==> config.mk <==
export PLATFORM = sky130hd
export DESIGN_NAME = mc_control_fsm_flat
export DESIGN_NICKNAME = d
export VERILOG_FILES = /design/src/rtl/mc_ctrl_pkg.sv /design/src/rtl/mc_control_fsm_if.sv /design/src/rtl/mc_ctrl_outdec.sv /design/src/rtl/mc_control_fsm.sv /design/src/flat_wrapper.sv
export SDC_FILE = /design/constraint.sdc
export NUM_CORES = 1
export LEC_CHECK = 0
export BUFFER_PORTS_ARGS = -buffer_cell sky130_fd_sc_hd__buf_2
export CORE_AREA = 2 2 50 52
export DETAILED_ROUTE_END_ITERATION = 7
export DIE_AREA = 0 0 52 54
export HOLD_SLACK_MARGIN = 0.02
export PLACE_DENSITY = 0.59
export SLEW_MARGIN = 15
export SYNTH_ARGS = -nofsm -noshare
export SYNTH_HDL_FRONTEND = slang
export SYNTH_SLANG_ARGS = --single-unit
==> constraint.sdc <==
create_clock -name clk -period 2.7 [get_ports clk]
set_input_delay 0 -clock clk [delete_from_list [all_inputs] [get_ports clk]]
set_output_delay 0 -clock clk [all_outputs]
set_load 0.01 [all_outputs]
==> src/rtl/mc_ctrl_pkg.sv <==
// Shared encodings for the multicycle control unit: opcodes, state encoding,
// datapath mux/ALU selects and the bundled control-output record.
package mc_ctrl_pkg;

  localparam logic [5:0] OP_RTYPE = 6'b000000;
  localparam logic [5:0] OP_LW    = 6'b100011;
  localparam logic [5:0] OP_SW    = 6'b101011;
  localparam logic [5:0] OP_BEQ   = 6'b000100;
  localparam logic [5:0] OP_BNE   = 6'b000101;
  localparam logic [5:0] OP_ADDI  = 6'b001000;
  localparam logic [5:0] OP_ORI   = 6'b001101;
  localparam logic [5:0] OP_J     = 6'b000010;

  typedef enum logic [3:0] {
    ST_INIT   = 4'd0,
    ST_IF     = 4'd1,
    ST_ID     = 4'd2,
    ST_EX_R   = 4'd3,
    ST_EX_I   = 4'd4,
    ST_EX_ADR = 4'd5,
    ST_MEM_RD = 4'd6,
    ST_MEM_WR = 4'd7,
    ST_WB_R   = 4'd8,
    ST_WB_I   = 4'd9,
    ST_WB_LW  = 4'd10,
    ST_BR     = 4'd11,
    ST_JMP    = 4'd12
  } state_e;

  localparam logic [1:0] ALUOP_ADD   = 2'b00;
  localparam logic [1:0] ALUOP_SUB   = 2'b01;
  localparam logic [1:0] ALUOP_FUNCT = 2'b10;
  localparam logic [1:0] ALUOP_OR    = 2'b11;

  localparam logic [1:0] ALUSRCB_B     = 2'b00;
  localparam logic [1:0] ALUSRCB_FOUR  = 2'b01;
  localparam logic [1:0] ALUSRCB_IMM   = 2'b10;
  localparam logic [1:0] ALUSRCB_BRIMM = 2'b11;

  localparam logic [1:0] PCSRC_ALU    = 2'b00;
  localparam logic [1:0] PCSRC_ALUOUT = 2'b01;
  localparam logic [1:0] PCSRC_JUMP   = 2'b10;

  typedef struct packed {
    logic       pc_w;
    logic       ir_w;
    logic       mem_read;
    logic       mem_write;
    logic       iord;
    logic       reg_write;
    logic       reg_dst;
    logic       mem_to_reg;
    logic       alu_src_a;
    logic [1:0] alu_src_b;
    logic       ext_op;
    logic [1:0] alu_op;
    logic [1:0] pc_source;
    logic       instr_done;
  } ctrl_t;

  function automatic logic op_supported(input logic [5:0] op);
    logic ok;
    case (op)
      OP_RTYPE, OP_LW, OP_SW, OP_BEQ, OP_BNE, OP_ADDI, OP_ORI, OP_J: ok = 1'b1;
      default: ok = 1'b0;
    endcase
    return ok;
  endfunction

endpackage

==> src/rtl/mc_control_fsm_if.sv <==
// Control bus between the multicycle control unit and its datapath: opcode and
// zero flow into the controller, enables and mux selects flow out.
interface mc_control_fsm_if;
  logic [5:0] opcode;
  logic       zero;
  logic       PC_W;
  logic       IR_W;
  logic       MemRead;
  logic       MemWrite;
  logic       IorD;
  logic       RegWrite;
  logic       RegDst;
  logic       MemtoReg;
  logic       ALUSrcA;
  logic [1:0] ALUSrcB;
  logic       ExtOp;
  logic [1:0] ALUOp;
  logic [1:0] PCSource;
  logic       instr_done;
  logic       illegal;

  modport master (
    input  opcode, zero,
    output PC_W, IR_W, MemRead, MemWrite, IorD, RegWrite, RegDst, MemtoReg,
           ALUSrcA, ALUSrcB, ExtOp, ALUOp, PCSource, instr_done, illegal
  );

  modport slave (
    output opcode, zero,
    input  PC_W, IR_W, MemRead, MemWrite, IorD, RegWrite, RegDst, MemtoReg,
           ALUSrcA, ALUSrcB, ExtOp, ALUOp, PCSource, instr_done, illegal
  );
endinterface

==> src/rtl/mc_ctrl_outdec.sv <==
// Combinational output decoder: maps the current state (plus opcode and zero
// where a step is instruction-dependent) onto every datapath control.
module mc_ctrl_outdec
  import mc_ctrl_pkg::*;
(
  input  state_e     state,
  input  logic [5:0] opcode,
  input  logic       zero,
  output ctrl_t      ctrl
);

  // Per-state control decode; anything not set stays 0.
  always_comb begin
    ctrl = '0;
    case (state)
      ST_INIT: ctrl = '0;
      ST_IF: begin
        ctrl.mem_read  = 1'b1;
        ctrl.ir_w      = 1'b1;
        ctrl.alu_src_b = ALUSRCB_FOUR;
        ctrl.alu_op    = ALUOP_ADD;
        ctrl.pc_source = PCSRC_ALU;
        ctrl.pc_w      = 1'b1;
      end
      ST_ID: begin
        ctrl.alu_src_b = ALUSRCB_BRIMM;
        ctrl.ext_op    = 1'b1;
        ctrl.alu_op    = ALUOP_ADD;
        // An unsupported opcode ends the instruction here.
        if (!op_supported(opcode)) begin
          ctrl.instr_done = 1'b1;
        end else begin
          ctrl.instr_done = 1'b0;
        end
      end
      ST_EX_R: begin
        ctrl.alu_src_a = 1'b1;
        ctrl.alu_src_b = ALUSRCB_B;
        ctrl.alu_op    = ALUOP_FUNCT;
      end
      ST_EX_I: begin
        ctrl.alu_src_a = 1'b1;
        ctrl.alu_src_b = ALUSRCB_IMM;
        if (opcode == OP_ORI) begin
          ctrl.ext_op = 1'b0;
          ctrl.alu_op = ALUOP_OR;
        end else begin
          ctrl.ext_op = 1'b1;
          ctrl.alu_op = ALUOP_ADD;
        end
      end
      ST_EX_ADR: begin
        ctrl.alu_src_a = 1'b1;
        ctrl.alu_src_b = ALUSRCB_IMM;
        ctrl.ext_op    = 1'b1;
        ctrl.alu_op    = ALUOP_ADD;
      end
      ST_MEM_RD: begin
        ctrl.mem_read = 1'b1;
        ctrl.iord     = 1'b1;
      end
      ST_MEM_WR: begin
        ctrl.mem_write  = 1'b1;
        ctrl.iord       = 1'b1;
        ctrl.instr_done = 1'b1;
      end
      ST_WB_R: begin
        ctrl.reg_write  = 1'b1;
        ctrl.reg_dst    = 1'b1;
        ctrl.instr_done = 1'b1;
      end
      ST_WB_I: begin
        ctrl.reg_write  = 1'b1;
        ctrl.instr_done = 1'b1;
      end
      ST_WB_LW: begin
        ctrl.reg_write  = 1'b1;
        ctrl.mem_to_reg = 1'b1;
        ctrl.instr_done = 1'b1;
      end
      ST_BR: begin
        ctrl.alu_src_a  = 1'b1;
        ctrl.alu_src_b  = ALUSRCB_B;
        ctrl.alu_op     = ALUOP_SUB;
        ctrl.pc_source  = PCSRC_ALUOUT;
        ctrl.instr_done = 1'b1;
        if (opcode == OP_BNE) begin
          ctrl.pc_w = ~zero;
        end else begin
          ctrl.pc_w = zero;
        end
      end
      ST_JMP: begin
        ctrl.pc_source  = PCSRC_JUMP;
        ctrl.pc_w       = 1'b1;
        ctrl.instr_done = 1'b1;
      end
      default: ctrl = '0;
    endcase
  end

endmodule

==> src/rtl/mc_control_fsm.sv <==
// Multicycle CPU control unit: state register, next-state sequencing and the
// sticky illegal-opcode flag; output decode lives in mc_ctrl_outdec.
module mc_control_fsm
  import mc_ctrl_pkg::*;
(
  input  logic               clk,
  input  logic               rst_n,
  mc_control_fsm_if.master   bus
);

  state_e state_r;
  logic   illegal_r;
  ctrl_t  ctrl_s;

  // State sequencing and illegal-opcode capture.
  always_ff @(posedge clk or negedge rst_n) begin
    if (!rst_n) begin
      state_r   <= ST_INIT;
      illegal_r <= 1'b0;
    end else begin
      case (state_r)
        ST_INIT: state_r <= ST_IF;
        ST_IF:   state_r <= ST_ID;
        ST_ID: begin
          case (bus.opcode)
            OP_RTYPE:        state_r <= ST_EX_R;
            OP_ADDI, OP_ORI: state_r <= ST_EX_I;
            OP_LW, OP_SW:    state_r <= ST_EX_ADR;
            OP_BEQ, OP_BNE:  state_r <= ST_BR;
            OP_J:            state_r <= ST_JMP;
            default: begin
              state_r   <= ST_IF;
              illegal_r <= 1'b1;
            end
          endcase
        end
        ST_EX_R:   state_r <= ST_WB_R;
        ST_EX_I:   state_r <= ST_WB_I;
        ST_EX_ADR: begin
          if (bus.opcode == OP_LW) begin
            state_r <= ST_MEM_RD;
          end else begin
            state_r <= ST_MEM_WR;
          end
        end
        ST_MEM_RD: state_r <= ST_WB_LW;
        ST_MEM_WR: state_r <= ST_IF;
        ST_WB_R:   state_r <= ST_IF;
        ST_WB_I:   state_r <= ST_IF;
        ST_WB_LW:  state_r <= ST_IF;
        ST_BR:     state_r <= ST_IF;
        ST_JMP:    state_r <= ST_IF;
        default:   state_r <= ST_INIT;
      endcase
    end
  end

  mc_ctrl_outdec u_outdec (
    .state  (state_r),
    .opcode (bus.opcode),
    .zero   (bus.zero),
    .ctrl   (ctrl_s)
  );

  assign bus.PC_W       = ctrl_s.pc_w;
  assign bus.IR_W       = ctrl_s.ir_w;
  assign bus.MemRead    = ctrl_s.mem_read;
  assign bus.MemWrite   = ctrl_s.mem_write;
  assign bus.IorD       = ctrl_s.iord;
  assign bus.RegWrite   = ctrl_s.reg_write;
  assign bus.RegDst     = ctrl_s.reg_dst;
  assign bus.MemtoReg   = ctrl_s.mem_to_reg;
  assign bus.ALUSrcA    = ctrl_s.alu_src_a;
  assign bus.ALUSrcB    = ctrl_s.alu_src_b;
  assign bus.ExtOp      = ctrl_s.ext_op;
  assign bus.ALUOp      = ctrl_s.alu_op;
  assign bus.PCSource   = ctrl_s.pc_source;
  assign bus.instr_done = ctrl_s.instr_done;
  assign bus.illegal    = illegal_r;

endmodule
==> src/flat_wrapper.sv <==
// flat-port wrapper written by rule: the top's interface ports become plain ports
module mc_control_fsm_flat import mc_ctrl_pkg::*;
  (clk, rst_n, bus_opcode, bus_zero, bus_PC_W, bus_IR_W, bus_MemRead, bus_MemWrite, bus_IorD, bus_RegWrite, bus_RegDst, bus_MemtoReg, bus_ALUSrcA, bus_ALUSrcB, bus_ExtOp, bus_ALUOp, bus_PCSource, bus_instr_done, bus_illegal);
  mc_control_fsm_if bus_i ();
  input  logic clk;
  input  logic rst_n;
  input wire logic [$bits(bus_i.opcode)-1:0] bus_opcode;
  input wire logic [$bits(bus_i.zero)-1:0] bus_zero;
  output wire logic [$bits(bus_i.PC_W)-1:0] bus_PC_W;
  output wire logic [$bits(bus_i.IR_W)-1:0] bus_IR_W;
  output wire logic [$bits(bus_i.MemRead)-1:0] bus_MemRead;
  output wire logic [$bits(bus_i.MemWrite)-1:0] bus_MemWrite;
  output wire logic [$bits(bus_i.IorD)-1:0] bus_IorD;
  output wire logic [$bits(bus_i.RegWrite)-1:0] bus_RegWrite;
  output wire logic [$bits(bus_i.RegDst)-1:0] bus_RegDst;
  output wire logic [$bits(bus_i.MemtoReg)-1:0] bus_MemtoReg;
  output wire logic [$bits(bus_i.ALUSrcA)-1:0] bus_ALUSrcA;
  output wire logic [$bits(bus_i.ALUSrcB)-1:0] bus_ALUSrcB;
  output wire logic [$bits(bus_i.ExtOp)-1:0] bus_ExtOp;
  output wire logic [$bits(bus_i.ALUOp)-1:0] bus_ALUOp;
  output wire logic [$bits(bus_i.PCSource)-1:0] bus_PCSource;
  output wire logic [$bits(bus_i.instr_done)-1:0] bus_instr_done;
  output wire logic [$bits(bus_i.illegal)-1:0] bus_illegal;
  assign bus_i.opcode = bus_opcode;
  assign bus_i.zero = bus_zero;
  assign bus_PC_W = bus_i.PC_W;
  assign bus_IR_W = bus_i.IR_W;
  assign bus_MemRead = bus_i.MemRead;
  assign bus_MemWrite = bus_i.MemWrite;
  assign bus_IorD = bus_i.IorD;
  assign bus_RegWrite = bus_i.RegWrite;
  assign bus_RegDst = bus_i.RegDst;
  assign bus_MemtoReg = bus_i.MemtoReg;
  assign bus_ALUSrcA = bus_i.ALUSrcA;
  assign bus_ALUSrcB = bus_i.ALUSrcB;
  assign bus_ExtOp = bus_i.ExtOp;
  assign bus_ALUOp = bus_i.ALUOp;
  assign bus_PCSource = bus_i.PCSource;
  assign bus_instr_done = bus_i.instr_done;
  assign bus_illegal = bus_i.illegal;
  mc_control_fsm u_core (.clk(clk), .rst_n(rst_n), .bus(bus_i));
endmodule
==> results.yml, run 1 <==
global_routing:
  grt_use_met2_pct: 22.6
  grt_busiest_layer: "met2"
  grt-ovfl-total: 0
  grt_pass1_vias: 649
  grt_first_pass_wirelength_um: 2900
  grtUsageMet1_pct: 17.5
  grt_max_degree: 19
  track_usage_pct: 14.2
  use_met3_pct: 5.28
  antenna_found_initial: 0
final_layout:
  stdcell_count: 144
  multiInputGateArea_sq_um: 464
  drive_gt1_share_pct: 28.1
  diodes: 0
  area_growth_syn_to_layout_pct: 24.0
  finalNetCount: 124
  regArea_sq_um: 125
  n_fill_cell: 259
sta:
  hold_viol: 0
  drv_slew: 0
  clock.fmax_mhz: 543
  relSlewSlack_pct: 66.9
  setup_viol: 0
  rsz0062_at_grt: "no"
  clock_skew_ps: 2.85
  final.min_clock_period_ps: 1840
  tightest_slew_ps: 490
  fin_crit_sh_pct: 68.2
  setup_tns_ps: 0
floorplan:
  initial_core_util_pct: 28.1
  die_y_um: 54
  die_width_um: 52
  coreArea_sq_mm: 0.00232
  placementRows: 18
  dieArea_sq_mm: 0.00281
  pin_count: 27
yosys:
  synth_top_area_share_pct: 19.2
  synth-xor-area-share_pct: 2.69
  ys_types: 39
  synth-seq-cells: 5
  synth-main-ff-cell: "dfrtp_1"
  yosysTopAreaCell: "dfrtp_1"
  postSynthAreaPerCell_sq_um: 7.01
  yosysSeqAreaShare_pct: 19.2
  synth_top_family_by_area: "simple AND/OR/NAND/NOR gates"
  synth_area_sq_um: 652
  synth_compound_area_share_pct: 28.8
  synth_fa_ha_area_share_pct: 0
  postSynthCellCount: 93
  yosys_warnings: 0
  synth_edf_count: 0
  synth_fp_nets: 102
  synth.most_common_cell: "nor2_1"
  synth-simple-area-share_pct: 39.7
  synthMuxAreaShare_pct: 0
  synth_common_cells: "13 x nor2_1, 10 x a21oi_1, 6 x clkbuf_1"
  synth_area_leaders: "dfrtp_1 19%, a21oi_1 7.7%, nor2_1 7.5%, nand2b_1 4.8%, nor4b_1 4.0%"
  async_reset_ff_share_pct: 100
clock_tree:
  cts_tree: "built"
  clk_pin_slew_ps: 40
  clock_latency_ps: 250
  clkSinkCount: 5
  cts-resized-gates: 0
  postCtsSetupRepairBufs: 0
  cts_root_buffer: "clkbuf_4"
  cts.path.max_buffers: 2
  cts_buffers: 3
  ctsHoldBuffers: 1
  htreeDepth: 1
worst_setup_path:
  cp.required_ps: 2700
  r2r_cells: 4
  r2r_setup_slack_ps: 1320
  cp_max_fo: 18
  worstReg2RegEnd: "u_core.state_r[0]$_DFF_PN0_"
  r2r_start: "u_core.state_r[2]$_DFF_PN0_"
  crit_path_end_kind: "output pin"
  start_kind: "flip-flop"
  critical_path_arrival_ps: 1840
  critical_path_class: "reg2out"
status:
  status: "complete, no violations"
detailed_routing:
  drc: 0
  wl_um: 1740
  ant_nets: 0
  wire_per_inst_um: 12.1
  vias: 731
  viasPerCell: 5.08
  drtIter0Drc: 16
  drtPass1Iterations: 4
placement:
  portBuffers: 26
  routabilityCongestion: 0.829
  hpwlAfterDp_um: 1320
  dpl.cell_count: 139
power:
  leakage_nw: 0.375
  p_per_area_mw_per_mm2: 831
  ir_worst_vdd_mv: 0.384
job:
  cap_violations: 0
hold_path:
  min_path_type: "in2async"
==> state kept, by name, summed over array words and instances, names as in the netlist <==
| register | cells |
|---|---|
| u_core.state_r | 4 |
| u_core.bus.illegal | 1 |
==> worst max-delay path, cell delays in order, from the launching register on <==
cell	delay (ps)
dfrtp_1	640
nand2b_1	230
or4_1	500
o21ai_1	80
buf_2	140
==> cells by family after synthesis <==
| kind of cell | after synthesis |
|---|---|
| AO/OA/AOI/OAI | 29 |
| XOR/XNOR | 2 |
| buffers and inverters | 14 |
| flip-flops | 5 |
| AND/OR/NAND/NOR | 43 |
==> where the power goes <==
group          switching (mW)  internal (mW)
registers              0.0756         0.0978
logic                   0.236          0.175
clock network          0.0311         0.0559
==> final cells by class <==
class / instances / area share [%]
clock buffers: 4 / 3.25
inverters: 4 / 1.86
multi-input cells: 74 / 57.4
flip-flops and latches: 5 / 15.5
well taps: 30 / 4.64
repair buffers: 27 / 17.3
==> worst max path at each step <==
stage                           startpoint           end  slack, ps  depth (start not counted)
2_1_floorplan  u_core.state_r[2]$_DFF_PN0_  bus_ALUOp[0]       1430                          4
3_3_place_gp   u_core.state_r[2]$_DFF_PN0_  bus_ALUOp[0]       1200                          4
3_5_place_dp   u_core.state_r[2]$_DFF_PN0_  bus_ALUOp[0]       1130                          4
4_1_cts        u_core.state_r[2]$_DFF_PN0_  bus_ALUOp[0]        860                          4
5_1_grt        u_core.state_r[2]$_DFF_PN0_  bus_ALUOp[0]        670                          4
6_report       u_core.state_r[2]$_DFF_PN0_  bus_ALUOp[0]        860                          4
==> per-stage QoR <==
step	worst slack, ps	hold slack, ps	total power [mW]	area (sq um)	utilization (%)
after global placement	1200	-184	0.576	772	33.3
after CTS	864	82.9	0.678	808	34.8
after floorplan	1430	-296	0.436	652	-
after detailed placement	1130	-184	0.583	772	33.3
after global routing	669	101	0.746	808	34.8
final	857	93.5	0.671	808	34.8
==> placed cells by master (no fill, tap or decap), drive strengths merged, types with 2 or more instances in the layout <==
| cell type | instances |
|---|---|
| and3 | 2 |
| o22ai | 2 |
| clkbuf | 4 |
| buf | 26 |
| inv | 4 |
| o41ai | 3 |
| a21oi | 10 |
| o21ai | 4 |
| dfrtp | 5 |
| nand2 | 4 |
| nor2 | 13 |
| nor3 | 4 |
| nor4b | 3 |
| nand2b | 5 |
| or4 | 2 |
| xnor2 | 2 |
==> metal layers <==
metal,vias to the layer above,wire (um)
met5,-,0
met4,0,17
met3,3,114
met2,20,757
met1,322,852
li1,386,-
Power figures use the tool's default switching activity.
==> run 2: changes to the inputs <==
clock period = 1.9 ns   (was 2.7 ns; I/O delays follow)
==> run 2 against run 1 <==
First-iteration DRC count grew 31%. Sequential share of layout area shrank 0.28 points. Via count is 5.9% higher. Design area grew 1.9%. Clock power increased by 38%. Largest power group unchanged. Highest routed layer is now met3.
==> results.yml, run 2 (synthesis gave the netlist of run 1 again) <==
status:
  status: "complete, no violations"
placement:
  dpl.cell_count: 141
  placed_area_sq_um: 787
  hpwlAfterDp_um: 1370
  pre_cts_ws_ps: 444
  portBuffers: 26
  routabilityCongestion: 0.817
sta:
  setup_ws_ps: 186
  drv_slew: 0
  setup_viol: 0
  relSlewSlack_pct: 66.4
  setup_tns_ps: 0
  rsz0062_at_grt: "no"
  final.min_clock_period_ps: 1710
  tightest_slew_ps: 498
  clock_skew_ps: 2.29
  clock.fmax_mhz: 583
  fin_crit_sh_pct: 90.2
  hold_viol: 0
worst_setup_path:
  path_cells: "nand2b_1 > or2_2 > a21oi_1 > buf_2"
  max_stage_delay_ps: 510
  crit_cells: 4
  critPathBufInv: 1
  r2r_setup_slack_ps: 560
  r2r_cells: 4
  r2r_start: "u_core.state_r[2]$_DFF_PN0_"
  crit_family: "simple AND/OR/NAND/NOR gates"
  worstReg2RegEnd: "u_core.state_r[0]$_DFF_PN0_"
  start_kind: "flip-flop"
  startpoint: "u_core.state_r[0]$_DFF_PN0_"
  critical_path_arrival_ps: 1710
  crit_end: "bus_ALUSrcB[1]"
  crit_path_end_kind: "output pin"
  cp_max_fo: 13
  critical_path_class: "reg2out"
  slowest_stage: "dfrtp_1"
  cp.required_ps: 1900
detailed_routing:
  drtIter0Drc: 21
  drc: 0
  ant_nets: 0
  drtPass1Iterations: 4
  vias: 774
  wl_um: 1800
  wire_per_inst_um: 12.3
  viasPerCell: 5.30
power:
  sw_frac_of_total_pct: 50.0
  leakage_nw: 0.386
  p_per_area_mw_per_mm2: 1180
  p_switching_uw: 484
  p_clk_share_pct: 12.4
  combPwrFrac_pct: 66.4
  internal-power_uw: 484
  ir_worst_vdd_mv: 0.423
  pwr-share-seq_pct: 21.2
clock_tree:
  cts-resized-gates: 0
  clk_pin_slew_ps: 40
  cts_tree: "built"
  cts_buffers: 3
  clkSinkCount: 5
  clock_latency_ps: 240
  htreeDepth: 1
  cts_root_buffer: "clkbuf_4"
  cts.path.max_buffers: 2
final_layout:
  mostFrequentLayoutCells: "26 x buf_2, 13 x nor2_1, 10 x a21oi_1"
  utilization_pct: 35.5
  largest_reg_flops: 4
  final_area_sq_um: 823
  final_common_cell: "buf_2"
  drive_gt1_share_pct: 29.3
  finalNetCount: 126
  area_growth_syn_to_layout_pct: 26.3
  diodes: 0
  top_register: "u_core.state_r"
  stdcell_count: 146
global_routing:
  grt_max_degree: 16
  grt_first_pass_wirelength_um: 2900
  track_usage_pct: 13.6
  grt_pass1_vias: 666
  antenna_found_initial: 0
  grt-ovfl-total: 0
floorplan:
  die_y_um: 54
  die_width_um: 52
  coreArea_sq_mm: 0.00232
  pin_count: 27
  placementRows: 18
  initial_core_util_pct: 28.1
  dieArea_sq_mm: 0.00281
job:
  cap_violations: 0
hold_path:
  min_path_type: "in2async"
-- run 2: cell count changes in the layout (fill, tap and decap cells not counted) --
cell	before	now
buf_4	0	2
-- run 2: area by class of cell --
type / count / area, sq um
Inverter: 4 / 15.0
Fill cell: 257 / 1500
Sequential cell: 5 / 125
Clock buffer: 4 / 26.3
Tap cell: 30 / 37.5
Multi-Input combinational cell: 74 / 464
Timing Repair Buffer: 29 / 155
-- run 2: power by group through the flow --
stage	sequential (mW)	combinational, mW	clock (mW)
floorplan	0.162	0.458	0
global placement	0.203	0.640	0
detailed placement	0.205	0.642	0
CTS	0.205	0.647	0.126
global route	0.216	0.720	0.131
finish	0.205	0.643	0.120
-- run 2: routing by layer --
| metal | track usage, % | part of all wire (%) | vias up |
|---|---|---|---|
| met2 | 21.7 | 47 | 37 |
| met1 | 18.4 | 46 | 352 |
| met4 | 3.95 | 0 | 0 |
| li1 | - | - | 385 |
| met3 | 2.78 | 6.3 | 0 |
| met5 | 0 | 0 | - |
-- run 2: worst min-delay path by stage --
stage	cells past startpoint	start	endpoint
after global routing	2	rst_n	u_core.bus.illegal$_DFFE_PN0P_
after global placement	1	rst_n	u_core.bus.illegal$_DFFE_PN0P_
after floorplan	0	rst_n	u_core.bus.illegal$_DFFE_PN0P_
final	2	rst_n	u_core.bus.illegal$_DFFE_PN0P_
after detailed placement	1	rst_n	u_core.bus.illegal$_DFFE_PN0P_
after CTS	2	rst_n	u_core.state_r[0]$_DFF_PN0_
-- run 2: repair_timing --
action                     CTS  global route
setup endpoints to repair    0             0
hold buffers                 1             0
hold endpoints to repair     5             0
buffers inserted             0             0
-- run 2: per-stage QoR --
step | hold WS, ps | power [mW]
finish | 106 | 0.967
global route | 122 | 1.07
CTS | 95.1 | 0.978
detailed placement | -183 | 0.847
global placement | -184 | 0.844
floorplan | -296 | 0.620
==> run 3: changes to the inputs <==
ABC_CLOCK_PERIOD_IN_PS = 1900   (was default)
CELL_PAD_IN_SITES_DETAIL_PLACEMENT = 1   (was default)
CELL_PAD_IN_SITES_GLOBAL_PLACEMENT = 2   (was default)
CORE_AREA = 2 2 56 58   (was 2 2 50 52)
DIE_AREA = 0 0 58 60   (was 0 0 52 54)
PLACE_DENSITY = 0.8   (was 0.59)
==> run 3 against run 2 <==
Sequential power is essentially flat. First-iteration DRC count shrank 38%. Combinational power grew 2%. Via count shrank 0.78%. Clock power is essentially flat. Global-route usage shrank 1.3 points. Register-to-register slack gained 30 ps. Core utilization shrank 7.0 points. Sequential cell count is the same. Die area grew 24%.
==> results.yml, run 3 (synthesis gave the netlist of run 1 again) <==
floorplan:
  placementRows: 20
  coreArea_sq_mm: 0.00290
  initial_core_util_pct: 22.5
  die_width_um: 58
  dieArea_sq_mm: 0.00348
  die_y_um: 60
  pin_count: 27
placement:
  hpwlAfterDp_um: 1650
  portBuffers: 26
  routabilityCongestion: 0.799
  pre_cts_ws_ps: 490
  placed_area_sq_um: 791
worst_setup_path:
  cp_max_fo: 9
  max_stage_delay_ps: 500
  r2r_setup_slack_ps: 590
  start_kind: "flip-flop"
  critical_path_class: "reg2out"
  cp.required_ps: 1900
  critical_path_arrival_ps: 1670
  slowest_stage: "or4_1"
  crit_path_end_kind: "output pin"
  path_cells: "nand2b_1 > or4_1 > o21ai_1 > buf_2"
sta:
  relSlewSlack_pct: 65.7
  drv_slew: 0
  final.min_clock_period_ps: 1670
  rsz0062_at_grt: "no"
  whs_ps: 103
  setup_tns_ps: 0
  setup_viol: 0
  fin_crit_sh_pct: 87.8
  clock.fmax_mhz: 599
  tightest_slew_ps: 508
  clock_skew_ps: 3.93
  hold_viol: 0
  setup_ws_ps: 232
final_layout:
  area_growth_syn_to_layout_pct: 26.9
  diodes: 0
  mostFrequentLayoutCells: "26 x buf_2, 13 x nor2_1, 10 x a21oi_1"
  largest_reg_flops: 4
  final_area_sq_um: 827
  top_register: "u_core.state_r"
  drive_gt1_share_pct: 29.3
  finalNetCount: 126
  final_common_cell: "buf_2"
  utilization_pct: 28.5
clock_tree:
  postCtsSetupRepairBufs: 0
  cts_root_buffer: "clkbuf_4"
  cts_tree: "built"
  cts-resized-gates: 0
  clkSinkCount: 5
  htreeDepth: 1
  clk_pin_slew_ps: 40
  cts.path.max_buffers: 2
  clock_latency_ps: 240
  cts_buffers: 3
global_routing:
  grt-ovfl-total: 0
  track_usage_pct: 12.3
  grt_max_degree: 16
  grt_pass1_vias: 698
  grt_first_pass_wirelength_um: 3290
  antenna_found_initial: 0
detailed_routing:
  vias: 768
  wire_per_inst_um: 14.1
  ant_nets: 0
  wl_um: 2110
  viasPerCell: 5.15
  drtPass1Iterations: 2
  drtIter0Drc: 13
  drc: 0
power:
  p_per_area_mw_per_mm2: 1180
  ir_worst_vdd_mv: 0.449
  leakage_nw: 0.386
status:
  status: "complete, no violations"
job:
  cap_violations: 0
hold_path:
  min_path_type: "in2async"
==> run 3: worst max-delay path: cells and delay by family (launching register included) <==
family                 cells  cell delay [ps]
AO/OA/AOI/OAI              1               90
flip-flops                 1              470
AND/OR/NAND/NOR            2              720
buffers and inverters      1              150
==> run 3: where the power goes <==
group	switching (mW)	internal [mW]	total, mW
clock network	0.0409	0.0792	0.120
logic	0.388	0.265	0.653
registers	0.0653	0.140	0.205
==> run 3: path summary, 6_finish.rpt <==
kind	startpoint	endpoint	cells after the start
max reg2reg	u_core.state_r[0]$_DFF_PN0_	u_core.bus.illegal$_DFFE_PN0P_	2
max in group asynchronous	rst_n	u_core.bus.illegal$_DFFE_PN0P_	2
max	u_core.state_r[2]$_DFF_PN0_	bus_ALUOp[0]	4
min	rst_n	u_core.state_r[1]$_DFF_PN0_	2
min reg2reg	u_core.bus.illegal$_DFFE_PN0P_	u_core.bus.illegal$_DFFE_PN0P_	2
min in group clk	bus_opcode[4]	u_core.state_r[0]$_DFF_PN0_	3
==> run 3: final cells by class <==
| cell class | count | area, sq um |
|---|---|---|
| clock buffer | 4 | 26.3 |
| fill | 375 | 2080 |
| inverter | 4 | 15.0 |
| multi-input combinational | 74 | 464 |
| sequential | 5 | 125 |
| tap | 33 | 41.3 |
| timing repair buffer | 29 | 155 |
==> run 3: timing repair <==
| item | in CTS | in global routing |
|---|---|---|
| hold buffers | 1 | 0 |
| endpoints found under the setup margin | 0 | 0 |
| hold endpoints to repair | 5 | 0 |
==> run 3: through the flow <==
step,power [mW],instances
floorplan,0.620,93
global placement,0.852,144
detailed placement,0.866,144
CTS,0.995,149
global route,1.08,149
finish,0.978,149
==> run 3: layer usage <==
metal	GRT usage (%)	share of wire, %	up-vias
met2	19.8	48	18
met5	0	0	-
met4	4.98	0.57	0
li1	-	-	391
met3	1.73	4.6	2
met1	16.5	47	357
